<file path="config.mk">
export PLATFORM = sky130hd
export DESIGN_NAME = pc_unit
export DESIGN_NICKNAME = d
export VERILOG_FILES = /design/src/rtl/pc_unit.sv
export SDC_FILE = /design/constraint.sdc
export NUM_CORES = 1
export LEC_CHECK = 0
export CAP_MARGIN = 10
export CORE_MARGIN = 2
export CORE_UTILIZATION = 58
export CTS_CLUSTER_SIZE = 10
export DETAILED_ROUTE_END_ITERATION = 7
export PLACE_DENSITY = 0.79
export SLEW_MARGIN = 20
export SYNTH_ARGS = -nofsm -noshare
export SYNTH_HDL_FRONTEND = slang
export SYNTH_SLANG_ARGS = --single-unit
</file>
<file path="constraint.sdc">
create_clock -name clk -period 3.6 [get_ports clk]
set_clock_uncertainty 0.15 [all_clocks]
set_input_delay 0.72 -clock clk [delete_from_list [all_inputs] [get_ports clk]]
set_output_delay 0.72 -clock clk [all_outputs]
set_load 0.005 [all_outputs]
</file>
<file path="src/rtl/pc_unit.sv">
// Program counter with hardware return-address stack. Executes inc/jmp/call/ret (ret > call > jmp > inc).
// Latency: one cycle from command to pc. Backpressure: none; commands are always accepted.
// Build option PC_STACK_GUARD_EN: a call on a full stack or a ret on an empty stack sets stack_err and halts until rst.
module pc_unit #(
    parameter int              AW        = 8,
    parameter int              DEPTH     = 8,
    parameter logic [AW-1:0]   RESET_VEC = '0,
    parameter int              RET_OFS   = 1
) (
    input  logic                         clk,
    input  logic                         rst,
    input  logic                         inc,
    input  logic                         jmp,
    input  logic                         call,
    input  logic                         ret,
    input  logic [AW-1:0]                instaddr,
    output logic [AW-1:0]                pc,
    output logic [$clog2(DEPTH+1)-1:0]   sp,
    output logic                         stack_full,
    output logic                         stack_empty,
    output logic                         stack_err
);

    localparam int SPW = $clog2(DEPTH + 1);
    localparam int WPW = $clog2(DEPTH);

    localparam logic [AW-1:0]  RET_INC = AW'(RET_OFS);
    localparam logic [AW-1:0]  PC_ONE  = AW'(1);
    localparam logic [SPW-1:0] SP_MAX  = SPW'(DEPTH);
    localparam logic [SPW-1:0] SP_ONE  = SPW'(1);
    localparam logic [WPW-1:0] WP_ONE  = WPW'(1);

`ifdef PC_STACK_GUARD_EN
    localparam bit GUARD = 1'b1;
`else
    localparam bit GUARD = 1'b0;
`endif

    typedef enum logic {RUN, HALT} state_t;

    state_t          state_q, state_d;
    logic [AW-1:0]   pc_q, pc_d;
    logic [SPW-1:0]  sp_q, sp_d;
    logic [WPW-1:0]  wp_q, wp_d, wp_dec;
    logic            err_q, err_d;
    logic            push;
    logic [AW-1:0]   push_dat;
    logic [AW-1:0]   stack_q [DEPTH];
    logic            full, empty;

    assign full   = (sp_q == SP_MAX);
    assign empty  = (sp_q == '0);
    assign wp_dec = wp_q - WP_ONE;

    always_comb begin
        state_d  = state_q;
        pc_d     = pc_q;
        sp_d     = sp_q;
        wp_d     = wp_q;
        err_d    = err_q;
        push     = 1'b0;
        push_dat = pc_q + RET_INC;
        if (state_q == RUN) begin
            if (ret) begin
                if (GUARD && empty) begin
                    err_d   = 1'b1;
                    state_d = HALT;
                end else begin
                    wp_d = wp_dec;
                    pc_d = stack_q[wp_dec];
                    sp_d = empty ? sp_q : sp_q - SP_ONE;
                end
            end else if (call) begin
                if (GUARD && full) begin
                    err_d   = 1'b1;
                    state_d = HALT;
                end else begin
                    // Unguarded overflow overwrites the oldest entry; sp saturates.
                    push = 1'b1;
                    wp_d = wp_q + WP_ONE;
                    pc_d = instaddr;
                    sp_d = full ? sp_q : sp_q + SP_ONE;
                end
            end else if (jmp) begin
                pc_d = instaddr;
            end else if (inc) begin
                pc_d = pc_q + PC_ONE;
            end
        end
    end

    always_ff @(posedge clk or posedge rst) begin
        if (rst) begin
            state_q <= RUN;
            pc_q    <= RESET_VEC;
            sp_q    <= '0;
            wp_q    <= '0;
            err_q   <= 1'b0;
        end else begin
            state_q <= state_d;
            pc_q    <= pc_d;
            sp_q    <= sp_d;
            wp_q    <= wp_d;
            err_q   <= err_d;
        end
    end

    always_ff @(posedge clk or posedge rst) begin
        if (rst) begin
            for (int i = 0; i < DEPTH; i++) begin
                stack_q[i] <= '0;
            end
        end else if (push) begin
            stack_q[wp_q] <= push_dat;
        end
    end

    assign pc          = pc_q;
    assign sp          = sp_q;
    assign stack_full  = full;
    assign stack_empty = empty;
    assign stack_err   = err_q;

endmodule
</file>
# --- Yosys cells after proc, flatten, opt, wreduce, memory -nomap -nowiden ---
# Cells that the tools add are included.
word_totals:
  reg_bits: 79
  input_bits: 14
op_classes:
  n_addsub: 5
  magnitude_cmp: 3
  n_eq_ne: 3
  n_mux: 18
  bitwise: 2
  reduce_logical: 5
op_table:
  columns: ["op", "count"]
  rows:
  - ["$bwmux 64", 1]
  - ["$mux 8", 7]
  - ["$bmux 8 s3", 1]
  - ["$demux 8 s3", 1]
  - ["$mux 4", 4]
  - ["$add 8x1->8 const B", 1]
  - ["$ge 4x4->1 const B", 2]
  - ["$not 3->4", 2]
  - ["$mux 3", 2]
  - ["$add 4x1->4 const B", 1]
  - ["$eq 4x4->1 const B", 1]
  - ["$logic_not 4->1", 1]
  - ["$lt 4x1->1 const B", 1]
  - ["$ne 2x2->1 const B", 2]
  - ["$reduce_bool 4->1", 1]
  - ["$sub 4x1->4 const B", 1]
  - ["$add 3x1->3 const B", 1]
  - ["$reduce_and 3->1", 1]
  - ["$sub 3x1->3 const B", 1]
  - ["$mux 1", 2]
  - ["$reduce_bool 2->1", 1]
  - ["$logic_and 1x1->1", 1]

# --- Logic depth before layout (Yosys ltp) ---
logic_depth:
  ltp_word: 6
  mapped_depth: 7
  mapped_depth_nobuf: 6

# --- Worst setup path after synthesis ---
# No wires, ideal clock.
synth_timing:
  path_kind: "input port to flip-flop"
  startpoint: "input port ret"
  endpoint: "register sp_q[2] (netlist: sp[2])"
  arrival_time_ns: 1.952
  required_time_ns: 3.325
  path_slack_ns: 1.373
  stages: 6
  n_path_buf: 2
  path_cell_list: "buf_2 > inv_1 > clkbuf_1 > fa_1 > xnor2_1 > mux2_2"
synth_between:
  elab_chain_cells: 2
  word_cells_on_any_way: 5
  classes_between: "2 x eq/ne; 1 x mux; 2 x reduce/logical"
synth_lines:
  columns: ["item", "line", "text"]
  rows:
  - ["start, declared", "15", "input logic ret,"]
  - ["$ne 2x2->1 (no line) or $reduce_bool 2->1 (tied branches)", null, null]
  - ["$reduce_and 3->1 (no line)", null, null]
  - ["end signal, assigned", "102", "sp_q <= sp_d;"]
  - ["end, declared", "43", "logic [SPW-1:0] sp_q, sp_d;"]
# Parallel ways exist; a longest one is shown, timed or not.
# A chain may end at the register's enable or synchronous reset.

# --- Worst setup path after layout ---
layout_timing:
  startpoint: "register sp_q[0] (netlist: sp[0])"
  endpoint: "output port stack_empty"
layout_between:
  elab_chain_cells: 1
layout_lines:
  columns: ["item", "line", "text"]
  rows:
  - ["$logic_not 4->1", "52", "assign empty = (sp_q == '0);"]
  - ["end, declared", "20", "output logic stack_empty,"]
# No other way between the ends.

==> flow_summary_export.csv <==
group,metric,value,unit
clock_network,clk_latency,0.35,ns
global_routing,grt_pass1_wl,14300,um
clock_network,ctsResizeCount,0,
final_layout,nFillCells,496,
worst_setup_path,rrSetupSlack,0.98,ns
worst_setup_path,startpoint_type,"flip-flop",
synth,ys.flop_type,"dfrtp_1",
synth,synth_edf_count,0,
synth,postSynthCellCount,360,
worst_hold_path,min_from,"stack_q[55]",
pwr,power.leakage,1.91,nW
worst_setup_path,crit_type,"flip-flop to output pin",
routing,drtIter0Drc,299,
worst_setup_path,worst_setup_path_end_kind,"output pin",
final_layout,final-seq-area,0.00198,mm2
worst_setup_path,r2r-start,"wp_q[1]",
floorplanning,die_area,0.00753,mm2
global_routing,grt.overflow.total,0,
clock_network,cts_buffers,9,
sta,fin_setup_tns,0,ns
clock_network,hold_buffers,0,
sta,grt_setup_unrepaired,"no",
sta,hold_viol,0,
sta,setup_violations,0,
routing,drc,0,
global_routing,antenna_found_initial,0,
sta,worst_pin_slew,0.955,ns
floorplanning,rows,30,
sta,slew_viol_final,0,
routing,drt-vias-per-instance,6.12,
worst_hold_path,hold_class,"flip-flop to flip-flop",
synth,synth.largest_area_cell,"dfrtp_1",
floorplanning,start_util,0.591,
synth,synth_seq_cells,79,
synth,synth_top_area_share,0.498,
synth,synth-seq-area-share,0.498,
pwr,total_power,4.30,mW
synth,ys_types,53,
floorplanning,chipHeight,86.8,um
worst_setup_path,crit_fanout,5,
worst_setup_path,worst_ep_required_time,2.73,ns
routing,drt_wl_total,8730,um
worst_setup_path,r2r-end,"pc[5]",
sta,relSlewSlack,0.359,
clock_network,cts_max_path_buffers,2,
routing,firstDrtPassIters,4,
clock_network,clk_pin_slew,0.08,ns
final_layout,nets,402,
final_layout,drive_gt1_frac,0.181,
pwr,peakVddDrop,0.000336,V
final_layout,multi_input_area,0.00179,mm2
final_layout,syn_to_final_growth,12.3,%
global_routing,grtUsageTotal,0.254,
final_layout,final_common_cell,"dfrtp_1",
synth,synth-simple-area-share,0.123,
job,cap_viol_max_count,0,
routing,wl_per_cell,18.7,um
clock_network,postCtsSetupBuffers,0,
floorplanning,boundaryPins,29,
synth,synth_warnings,0,
synth,syn-num-nets,380,
synth,synthXorXnorAreaFrac,0.0261,
synth,synth_fa_ha_area_frac,0.0208,
routing,vias,2857,
routing,postRouteAntennaNets,0,
place,gp_congestion,0.887,
worst_setup_path,crit_arrival,1.87,ns
worst_setup_path,ff2ff_path_depth,6,
synth,syn-cell-area,0.00397,mm2
floorplanning,die_x,86.8,um
place,place_hpwl,6090,um
final_layout,mostFrequentLayoutCells,"dfrtp_1, nand2_1, nor2_1, a21oi_1, clkdlybuf4s50_1",
global_routing,grt_max_degree,33,
synth,synth_top_family_by_area,"multiplexers",
synth,async_flop_share,1.00,
sta,fin_crit,2.74,ns
global_routing,grt_pass1_vias,2826,
clock_network,clock_sinks,79,
clock_network,clock-root-buffer,"clkbuf_8",
worst_hold_path,hold_end,"stack_q[55]",
place,io_buffer_count,27,
synth,avgSynthCellArea,11.0,um2
run_status,status,"finished clean",
clock_network,h-tree-depth,3,
floorplanning,core_area,0.00672,mm2
final_layout,antennaDiodeCount,0,
synth,synth.area.mux_share,0.140,
worst_hold_path,min_path_cells,2,
synth,synth_area_leaders,"dfrtp_1, mux4_2, a21oi_1, nand2_1, nor2_1",
sta,final.period_utilization,0.762,
sta,fmax,365,MHz
pwr,p_per_area,963,mW/mm2
clock_network,cts_tree,"done",
synth,synth_compound_area_frac,0.139,
==> report_power, final <==
part | internal, mW | switching [mW] | leakage, nW | total (mW)
registers | 1.32 | 0.349 | 0.953 | 1.67
logic | 0.950 | 0.969 | 0.852 | 1.92
clock network | 0.388 | 0.321 | 0.102 | 0.709
total | 2.66 | 1.64 | 1.91 | 4.30
==> flip-flops by register name (all words and copies together), names as in the netlist <==
signal	count
sp	4
wp_q	3
stack_q	64
pc	8
==> cells by family (layout without fill, tap and decap cells) <==
kind of cell    Yosys count  count (layout)
buf+inv                  36              63
xor+xnor                 11              11
compound gates           94              94
fa+ha+maj                 6               6
other cells               1               1
flops                    79              79
mux                      32              32
simple gates            101             101
==> worst max-delay path by stage <==
stage          slack [ns]  start           to
5_1_grt              0.80  sp[0]  stack_empty
3_5_place_dp         0.60   call  stack_q[25]
6_report             0.86  sp[0]  stack_empty
2_1_floorplan        0.71    rst        pc[0]
3_3_place_gp         0.68   call  stack_q[25]
4_1_cts              0.85  sp[0]  stack_empty
==> routing by layer <==
layer  global-route usage  share of wire  up-vias
met1                0.352           0.45     1428
li1                     -              -     1320
met4                0.115          0.026        0
met2                0.385           0.47       91
met5                    0              0        -
met3               0.0571          0.052       18
==> cells in the mapped netlist, types with 2 or more instances <==
master / instances
or4_1: 2
inv_1: 9
buf_6: 6
mux4_2: 17
xnor2_1: 7
a21o_1: 4
a32o_1: 2
nand2_1: 38
mux2i_1: 5
a22oi_1: 2
buf_2: 11
xor2_1: 3
o21ai_1: 12
nand3_1: 4
a31oi_1: 7
dfrtp_1: 79
ha_1: 5
and4_1: 2
o21ai_2: 7
mux2_4: 3
clkbuf_1: 5
nor2_1: 37
a21oi_1: 34
mux2_2: 7
or3_1: 3
buf_4: 3
o21ai_0: 20
==> stage by stage <==
| stage | setup WS (ns) | instances | util | area [um2] | hold WS (ns) |
|---|---|---|---|---|---|
| 6_report | 0.857 | 467 | 0.664 | 4460 | 0.333 |
| 4_1_cts | 0.854 | 467 | 0.664 | 4460 | 0.335 |
| 2_1_floorplan | 0.707 | 360 | - | 3970 | 0.294 |
| 3_3_place_gp | 0.679 | 451 | 0.633 | 4250 | 0.311 |
| 3_5_place_dp | 0.598 | 451 | 0.633 | 4250 | 0.318 |
| 5_1_grt | 0.795 | 467 | 0.664 | 4460 | 0.359 |
==> critical path, cell delays in order, from the launching register on <==
cell             delay [ns]
dfrtp_1                0.43
or3_1                  0.41
nor2_1                 0.16
clkdlybuf4s50_1        0.53
==> area by class of cell <==
class,instances,area share
clock inverters,6,0.0191
well taps,80,0.0224
flip-flops and latches,79,0.443
inverters,10,0.00841
repair buffers,37,0.0774
multi-input cells,245,0.401
clock buffers,10,0.0286
Note: power is estimated with default switching activity, not from simulation.
